**config.mk**
```make
export PLATFORM = sky130hd
export DESIGN_NAME = cyclic_decoder_syndrome_flat
export DESIGN_NICKNAME = d
export VERILOG_FILES = /design/src/rtl/cyclic_decoder_syndrome_if.sv /design/src/rtl/cyclic_decoder_syndrome.sv /design/src/flat_wrapper.sv
export SDC_FILE = /design/constraint.sdc
export NUM_CORES = 1
export LEC_CHECK = 0
export CELL_PAD_IN_SITES_DETAIL_PLACEMENT = 1
export CELL_PAD_IN_SITES_GLOBAL_PLACEMENT = 1
export CORE_ASPECT_RATIO = 0.7
export CORE_UTILIZATION = 44
export CTS_BUF_LIST = sky130_fd_sc_hd__clkbuf_4
export DETAILED_ROUTE_END_ITERATION = 8
export PLACE_DENSITY_LB_ADDON = 0.1
export REMOVE_ABC_BUFFERS = 1
export SKIP_CTS_REPAIR_TIMING = 1
export SYNTH_ARGS = -nofsm -noshare
export SYNTH_HDL_FRONTEND = slang
export SYNTH_SLANG_ARGS = --single-unit
```
**constraint.sdc**
```tcl
create_clock -name clk -period 1.2 [get_ports clk]
set_input_delay 0.24 -clock clk [delete_from_list [all_inputs] [get_ports clk]]
set_output_delay 0.24 -clock clk [all_outputs]
set_load 0.02 [all_outputs]
```
**src/rtl/cyclic_decoder_syndrome_if.sv**
```systemverilog
// Serial bit-stream interface for the (15,11) cyclic decoder.
//   enable    : bit strobe, one code bit is taken from `in` when high
//   in        : received code bit, highest degree first
//   out       : decoded data bit, d10 first
//   out_valid : `out` carries a data bit
//   err       : syndrome of the frame currently being output was nonzero
// master drives enable/in, slave drives out/out_valid/err.
interface cyclic_decoder_syndrome_if;
    logic enable;
    logic in;
    logic out;
    logic out_valid;
    logic err;

    modport master (
        output enable,
        output in,
        input  out,
        input  out_valid,
        input  err
    );

    modport slave (
        input  enable,
        input  in,
        output out,
        output out_valid,
        output err
    );
endinterface

```
**src/rtl/cyclic_decoder_syndrome.sv**
```systemverilog
// Syndrome decoder for the systematic (15,11) cyclic code, g(x) = x^4 + x + 1.
// A frame of 15 enabled bits is accumulated into a syndrome; on its last bit
// the (optionally corrected) 11 data bits are handed to an output shifter that
// streams d10..d0 while the next frame is being received.
// Ports:
//   clk   : clock, rising edge
//   reset : synchronous, active-high
//   bus   : cyclic_decoder_syndrome_if.slave (enable, in -> out, out_valid, err)
// Configuration:
//   CYCLIC_DECODER_CORRECT_EN defined   -> single-bit errors in data bits are flipped
//   CYCLIC_DECODER_CORRECT_EN undefined -> detect only, data passes as received
module cyclic_decoder_syndrome (
    input  logic                        clk,
    input  logic                        reset,
    cyclic_decoder_syndrome_if.slave    bus
);
    localparam int unsigned N        = 15;
    localparam int unsigned K        = 11;
    localparam int unsigned R        = N - K;
    localparam int unsigned POS_W    = 4;
    localparam logic [R-1:0]     G_LOW    = R'(4'b0011);
    localparam logic [POS_W-1:0] POS_LAST = POS_W'(N - 1);
    localparam logic [POS_W-1:0] POS_DATA = POS_W'(K);
    localparam logic [POS_W-1:0] POS_SHFT = POS_W'(K - 1);

    logic [POS_W-1:0] pos_q,   pos_d;
    logic [R-1:0]     syn_q,   syn_d;
    logic [K-1:0]     data_q,  data_d;
    logic [K-2:0]     shreg_q, shreg_d;
    logic             out_q,   out_d;
    logic             valid_q, valid_d;
    logic             err_q,   err_d;

    logic [R-1:0]     syn_next;
    logic [K-1:0]     data_full;
    logic [K-1:0]     data_fix;

`ifdef CYCLIC_DECODER_CORRECT_EN
    // Syndrome -> flip mask over data bits c14..c4 (mask bit i = c(i+4)).
    // Syndromes of parity positions c3..c0 leave the data untouched.
    function automatic logic [K-1:0] data_err_mask(input logic [R-1:0] syn);
        logic [K-1:0] m;
        m = '0;
        case (syn)
            4'b0011: m = K'(11'h001);
            4'b0110: m = K'(11'h002);
            4'b1100: m = K'(11'h004);
            4'b1011: m = K'(11'h008);
            4'b0101: m = K'(11'h010);
            4'b1010: m = K'(11'h020);
            4'b0111: m = K'(11'h040);
            4'b1110: m = K'(11'h080);
            4'b1111: m = K'(11'h100);
            4'b1101: m = K'(11'h200);
            4'b1001: m = K'(11'h400);
            default: m = '0;
        endcase
        return m;
    endfunction
`endif

    // Syndrome step: s*x + in, reducing x^4 to x + 1.
    always_comb begin
        syn_next = {syn_q[R-2:0], bus.in} ^ (syn_q[R-1] ? G_LOW : '0);
    end

    // Parity bits only feed the syndrome, so only the data bits are buffered.
    // On the final bit of a frame data_q already holds c14..c4.
    always_comb begin
        data_full = data_q;
`ifdef CYCLIC_DECODER_CORRECT_EN
        data_fix  = data_full ^ data_err_mask(syn_next);
`else
        data_fix  = data_full;
`endif
    end

    // Next-state and output logic.
    always_comb begin
        pos_d   = pos_q;
        syn_d   = syn_q;
        data_d  = data_q;
        shreg_d = shreg_q;
        out_d   = out_q;
        valid_d = valid_q;
        err_d   = err_q;

        if (bus.enable) begin
            if (pos_q == POS_LAST) begin
                // Frame complete: hand off to the output stage, restart syndrome.
                pos_d   = '0;
                syn_d   = '0;
                shreg_d = data_fix[K-2:0];
                out_d   = data_fix[K-1];
                valid_d = 1'b1;
                err_d   = |syn_next;
            end else begin
                pos_d = pos_q + POS_W'(1);
                syn_d = syn_next;
                if (pos_q < POS_DATA) begin
                    data_d = {data_q[K-2:0], bus.in};
                end
                // Output phase of the previous frame overlaps this frame's input.
                if (pos_q < POS_SHFT) begin
                    out_d   = shreg_q[K-2];
                    shreg_d = {shreg_q[K-3:0], 1'b0};
                end else if (pos_q == POS_SHFT) begin
                    out_d   = 1'b0;
                    valid_d = 1'b0;
                    err_d   = 1'b0;
                end
            end
        end
    end

    // State register.
    always_ff @(posedge clk) begin
        if (reset) begin
            pos_q   <= '0;
            syn_q   <= '0;
            data_q  <= '0;
            shreg_q <= '0;
            out_q   <= 1'b0;
            valid_q <= 1'b0;
            err_q   <= 1'b0;
        end else begin
            pos_q   <= pos_d;
            syn_q   <= syn_d;
            data_q  <= data_d;
            shreg_q <= shreg_d;
            out_q   <= out_d;
            valid_q <= valid_d;
            err_q   <= err_d;
        end
    end

    assign bus.out       = out_q;
    assign bus.out_valid = valid_q;
    assign bus.err       = err_q;

endmodule
```
**src/flat_wrapper.sv**
```systemverilog
// flat-port wrapper written by rule: the top's interface ports become plain ports
module cyclic_decoder_syndrome_flat 
  (clk, reset, bus_enable, bus_in, bus_out, bus_out_valid, bus_err);
  cyclic_decoder_syndrome_if bus_i ();
  input  logic clk;
  input  logic reset;
  input wire logic [$bits(bus_i.enable)-1:0] bus_enable;
  input wire logic [$bits(bus_i.in)-1:0] bus_in;
  output wire logic [$bits(bus_i.out)-1:0] bus_out;
  output wire logic [$bits(bus_i.out_valid)-1:0] bus_out_valid;
  output wire logic [$bits(bus_i.err)-1:0] bus_err;
  assign bus_i.enable = bus_enable;
  assign bus_i.in = bus_in;
  assign bus_out = bus_i.out;
  assign bus_out_valid = bus_i.out_valid;
  assign bus_err = bus_i.err;
  cyclic_decoder_syndrome u_core (.clk(clk), .reset(reset), .bus(bus_i));
endmodule
```
* Word level (Yosys, flattened, before mapping) *
Index checks and enable logic that the tools add are counted.

operators by class
  add/sub/neg operators = 1
  $mul = 0
  divide/modulo/power cells = 0
  $lt $le $gt $ge = 2
  equal/unequal tests = 3
  shift-type cells = 0
  mux-type cells = 11
  bitwise gates (word level) = 2
  reduce and logical (&&, ||, !) cells = 8

operator list
  operator               number
  $mux W10               2
  $eq A4 B4 Y1 const B   2
  $lt A4 B4 Y1 const B   2
  $mux W4                2
  $mux W1                6
  $reduce_and A3 Y1      2
  $add A4 B1 Y4 const B  1
  $reduce_and A2 Y1      2
  $reduce_bool A2 Y1     2
  $reduce_or A4 Y1       1
  $xor A4 B4 Y4          1
  $reduce_bool A3 Y1     1
  $mux W2                1
  $ne A2 B1 Y1 const B   1
  $not A1 Y1             1

storage, ports and cells
  bits in registers = 32
  latch bits = 0
  memory bits (writable) = 0
  bits in read-only memories = 0
  input port bits = 4
  output and inout bits = 3
  logic and storage cells = 34
  memories = 0

* Longest topological paths before layout *
  word-level depth = 4
  depth in mapped cells = 5
  mapped depth without buffers = 3

* Worst setup path before layout *
No wires, ideal clock.

  path type = reg2reg
  start point = register u_core.pos_q[0]
  end point = register u_core.err_q (netlist: u_core.bus.err)
  arrival time = 1150 ps
  required time = 1068 ps
  setup slack = -82 ps
  cell stages (with the launch flop) = 5
  cell sequence = dfxtp_1 -> buf_6 -> nand4b_1 -> a2111oi_2 -> nor3_1

between the ends
  word-level cells in the longest chain between the ends = 3
  elaborated cells on any way between the ends = 7

ends and longest elaborated chain
  what                                                                        line                            RTL
  start: declaration                                                          cyclic_decoder_syndrome.sv:26   logic [POS_W-1:0] pos_q, pos_d;
  start signal: assignment                                                    cyclic_decoder_syndrome.sv:127  pos_q <= pos_d;
  $lt A4 B4 Y1 (tied with other cells)                                        cyclic_decoder_syndrome.sv:104  if (pos_q < POS_SHFT) begin
  $ne A2 B1 Y1 (no source line) / $reduce_bool A2 Y1 (equally long branches)  --
  $reduce_and A3 Y1 (no source line)                                          --
  end signal: assignment                                                      cyclic_decoder_syndrome.sv:133  err_q <= err_d;
  end: declaration                                                            cyclic_decoder_syndrome.sv:32   logic err_q, err_d;

Parallel ways exist; a longest one is shown, timed or not.
A chain may end at the register's enable or synchronous reset.

* Final worst setup path *
  start point = register u_core.pos_q[1]
  end point = register u_core.out_q (netlist: u_core.bus.out)

between the ends
  word-level cells in the longest chain between the ends = 3
  elaborated cells on any way between the ends = 7

ends and longest elaborated chain
  what                                                                   line                            RTL
  $lt A4 B4 Y1 (tied with other cells)                                   cyclic_decoder_syndrome.sv:104
  $reduce_bool A3 Y1 (no source line) / $mux W1 (equally long branches)  --
  $reduce_and A2 Y1 (no source line) / $mux W1 (equally long branches)   --
  end signal: assignment                                                 cyclic_decoder_syndrome.sv:131  out_q <= out_d;
  end: declaration                                                       cyclic_decoder_syndrome.sv:30   logic out_q, out_d;

Parallel ways exist; a longest one is shown, timed or not.

==> flow_summary.yaml <==
setup_path:
  path_max_fanout: 6
  cp-start-kind: "flip-flop"
  reg2reg_from: "u_core.pos_q[1]"
  r2r_slack_ns: -0.13
  critPathRequiredTime_ns: 1.48
  worst_r2r_endpoint: "u_core.bus.out"
  worst-r2r-cell-count: 4
  startpoint: "u_core.pos_q[1]"
  worst_setup_path_end_kind: "flip-flop"
  critPathArrivalTime_ns: 1.61
  path_class: "flip-flop to flip-flop"
  crit_end: "u_core.bus.out"
routing:
  drt_iter0_drc: 32
  first_pass_iters: 4
  detail_route.wl_per_cell_um: 17.55
  drt-total-wl_um: 4090
  vias: 1278
  ant_nets: 0
  drc: 0
  via_per_inst: 5.485
sta:
  finClkSkew_ns: 0.01320
  fin_tns_setup_ns: -1.940
  fin_crit_ns: 1.327
  relSlewSlack: 0.8062
  slew_violations: 0
  hold_viol: 0
  rsz0062_at_grt: "yes"
  setup_slack_ns: -0.1272
  fin_crit_sh: 1.106
  max_freq_mhz: 753.5
  finalSetupViolations: 25
  tightest_slew_ns: 0.2902
logic_synthesis:
  yosysUniqueCellTypes: 35
  yosys_warnings: 0
  synthCells: 151
  synth-seq-cells: 32
  post-synth-top-count-cell: "dfxtp_1"
  synth_area_leaders: "dfxtp_1 (42%), mux2i_1 (15%), nand2b_1 (5.4%)"
  netlist_area_um2: 1511
  synthTopCellsByCount: "dfxtp_1 (32), mux2i_1 (23), nand2b_1 (13)"
  async_flop_share: 0
  synth_edf_count: 0
  synth_top_cell_area_share: 0.4238
  yosys.area.top_type: "dfxtp_1"
  synth_area_per_cell_um2: 10.01
  seq_area_frac_synth: 0.4238
  synth_flop_cell: "dfxtp_1"
floorplanning:
  initial_core_util: 0.4706
  ioPinCount: 7
  core_area_um2: 3212
  die_w_um: 72.05
  row_count: 17
  die_area_um2: 3677
  fp.dieH_um: 51.04
clocking:
  htreeDepth: 2
  cts_tree: "built"
  clock-sinks: 32
  worst_setup_hold_path_clk_slew_ns: 0.11
  cts_buffer_depth: 2
  clockRootBuffer: "clkbuf_4"
  cts_buffers: 5
  clock_latency_ns: 0.33
global_route:
  grt_pass1_wl_um: 6072
  grt_pass1_vias: 1205
  grt_util_all_layers: 0.2280
  grt_max_degree: 21
  grt_antenna_before_repair: 0
  grt_overflow: 0
placement:
  gp_congestion: 0.7958
  numPortBuffers: 6
  hpwl_um: 2748
  place_ws_ns: -0.4889
  place_area_um2: 1768
cells_and_area:
  final_cell_area_um2: 1941
  drive_above_1_share: 0.3333
  nets: 189
  area_growth_pct: 28.39
  utilization: 0.6042
  n_antenna_cell: 0
run:
  maxCapViolations: 0
power:
  cellPowerDensity_nw_per_um2: 1022
  power_leakage_nw: 0.8428
  ir_worst_vdd_uv: 800.1
min_path:
  holdCritPathClass: "input port to flip-flop"
run_status:
  outcome: "finished, violations left"
  failed_checks: "negative setup slack"
[layout make-up]
| type | instances | area, um2 |
|---|---|---|
| clock buffers | 5 | 37.54 |
| inverters | 2 | 7.507 |
| well taps | 47 | 58.81 |
| fillers | 360 | 1271 |
| clock inverters | 3 | 13.76 |
| repair buffers | 39 | 349.1 |
| multi-input cells | 105 | 823.3 |
| flip-flops and latches | 32 | 650.6 |
[per-stage QoR]
| step | hold WS [ns] | power, mW | std cells |
|---|---|---|---|
| final | 0.4703 | 1.984 | 233 |
| after global routing | 0.4849 | 2.071 | 233 |
| after CTS | 0.5037 | 1.967 | 229 |
| after detailed placement | 0.4863 | 1.378 | 221 |
| after global placement | 0.4714 | 1.360 | 221 |
| after floorplan | 0.3062 | 1.248 | 139 |
[worst min-delay path by stage]
stage	start	to	cells after the start	slack, ns
6_report	bus_enable	u_core.syn_q[3]	4	0.47
5_1_grt	bus_enable	u_core.syn_q[2]	4	0.48
4_1_cts	u_core.data_fix[0]	u_core.shreg_q[0]	2	0.50
3_5_place_dp	u_core.data_fix[0]	u_core.shreg_q[0]	2	0.49
3_3_place_gp	u_core.syn_q[1]	u_core.syn_q[1]	2	0.47
2_1_floorplan	reset	u_core.shreg_q[1]	1	0.31
[kinds of logic after synthesis]
logic type	after synthesis	synth area share
simple gates	50	0.1830
flops	32	0.4238
compound gates	29	0.1531
mux	24	0.1622
buf+inv	14	0.06621
xor+xnor	2	0.01159
[placed cells by master, fill, tap and decap left out, types with 2 or more instances in the layout]
| master | count |
|---|---|
| a21oi_1 | 8 |
| a21oi_2 | 2 |
| a221oi_1 | 2 |
| a221oi_2 | 7 |
| buf_4 | 23 |
| buf_6 | 9 |
| clkbuf_2 | 2 |
| clkbuf_4 | 5 |
| clkdlybuf4s50_1 | 2 |
| clkinv_1 | 2 |
| clkinv_2 | 2 |
| dfxtp_1 | 28 |
| dfxtp_2 | 2 |
| dfxtp_4 | 2 |
| dlymetal6s2s_1 | 2 |
| mux2i_1 | 23 |
| nand2_1 | 7 |
| nand2b_1 | 13 |
| nand3_1 | 6 |
| nand4b_1 | 3 |
| nor2_1 | 12 |
| or3_1 | 2 |
| xor2_1 | 2 |
[state kept, by name, summed over array words and instances (netlist names)]
register              flops
u_core.data_fix          11
u_core.bus.out_valid      1
u_core.shreg_q           10
u_core.pos_q              4
u_core.syn_q              4
u_core.bus.out            1
u_core.bus.err            1
[per-layer routing]
| metal | track usage | share of wire | routed length, um | vias to the layer above |
|---|---|---|---|---|
| met1 | 0.3011 | 0.49 | 1989 | 628 |
| met5 | 0 | 0 | 0 | - |
| met2 | 0.3601 | 0.47 | 1907 | 26 |
| met3 | 0.07101 | 0.040 | 163 | 5 |
| li1 | - | - | - | 619 |
| met4 | 0.06536 | 0.0071 | 29 | 0 |
[worst max-delay path, cell delays in order, from the launching register on]
cell and delay [ns]:
dfxtp_4 0.41, buf_6 0.13, mux2_4 0.31, a311o_1 0.32, a21oi_2 0.10
[where the power goes]
part | leakage, nW | switching [mW] | internal, mW | total [mW]
registers | 0.263 | 0.0260 | 1.09 | 1.12
clock network | 0.0324 | 0.378 | 0.215 | 0.593
logic | 0.547 | 0.134 | 0.139 | 0.273
Note: power is estimated with default switching activity, not from simulation.
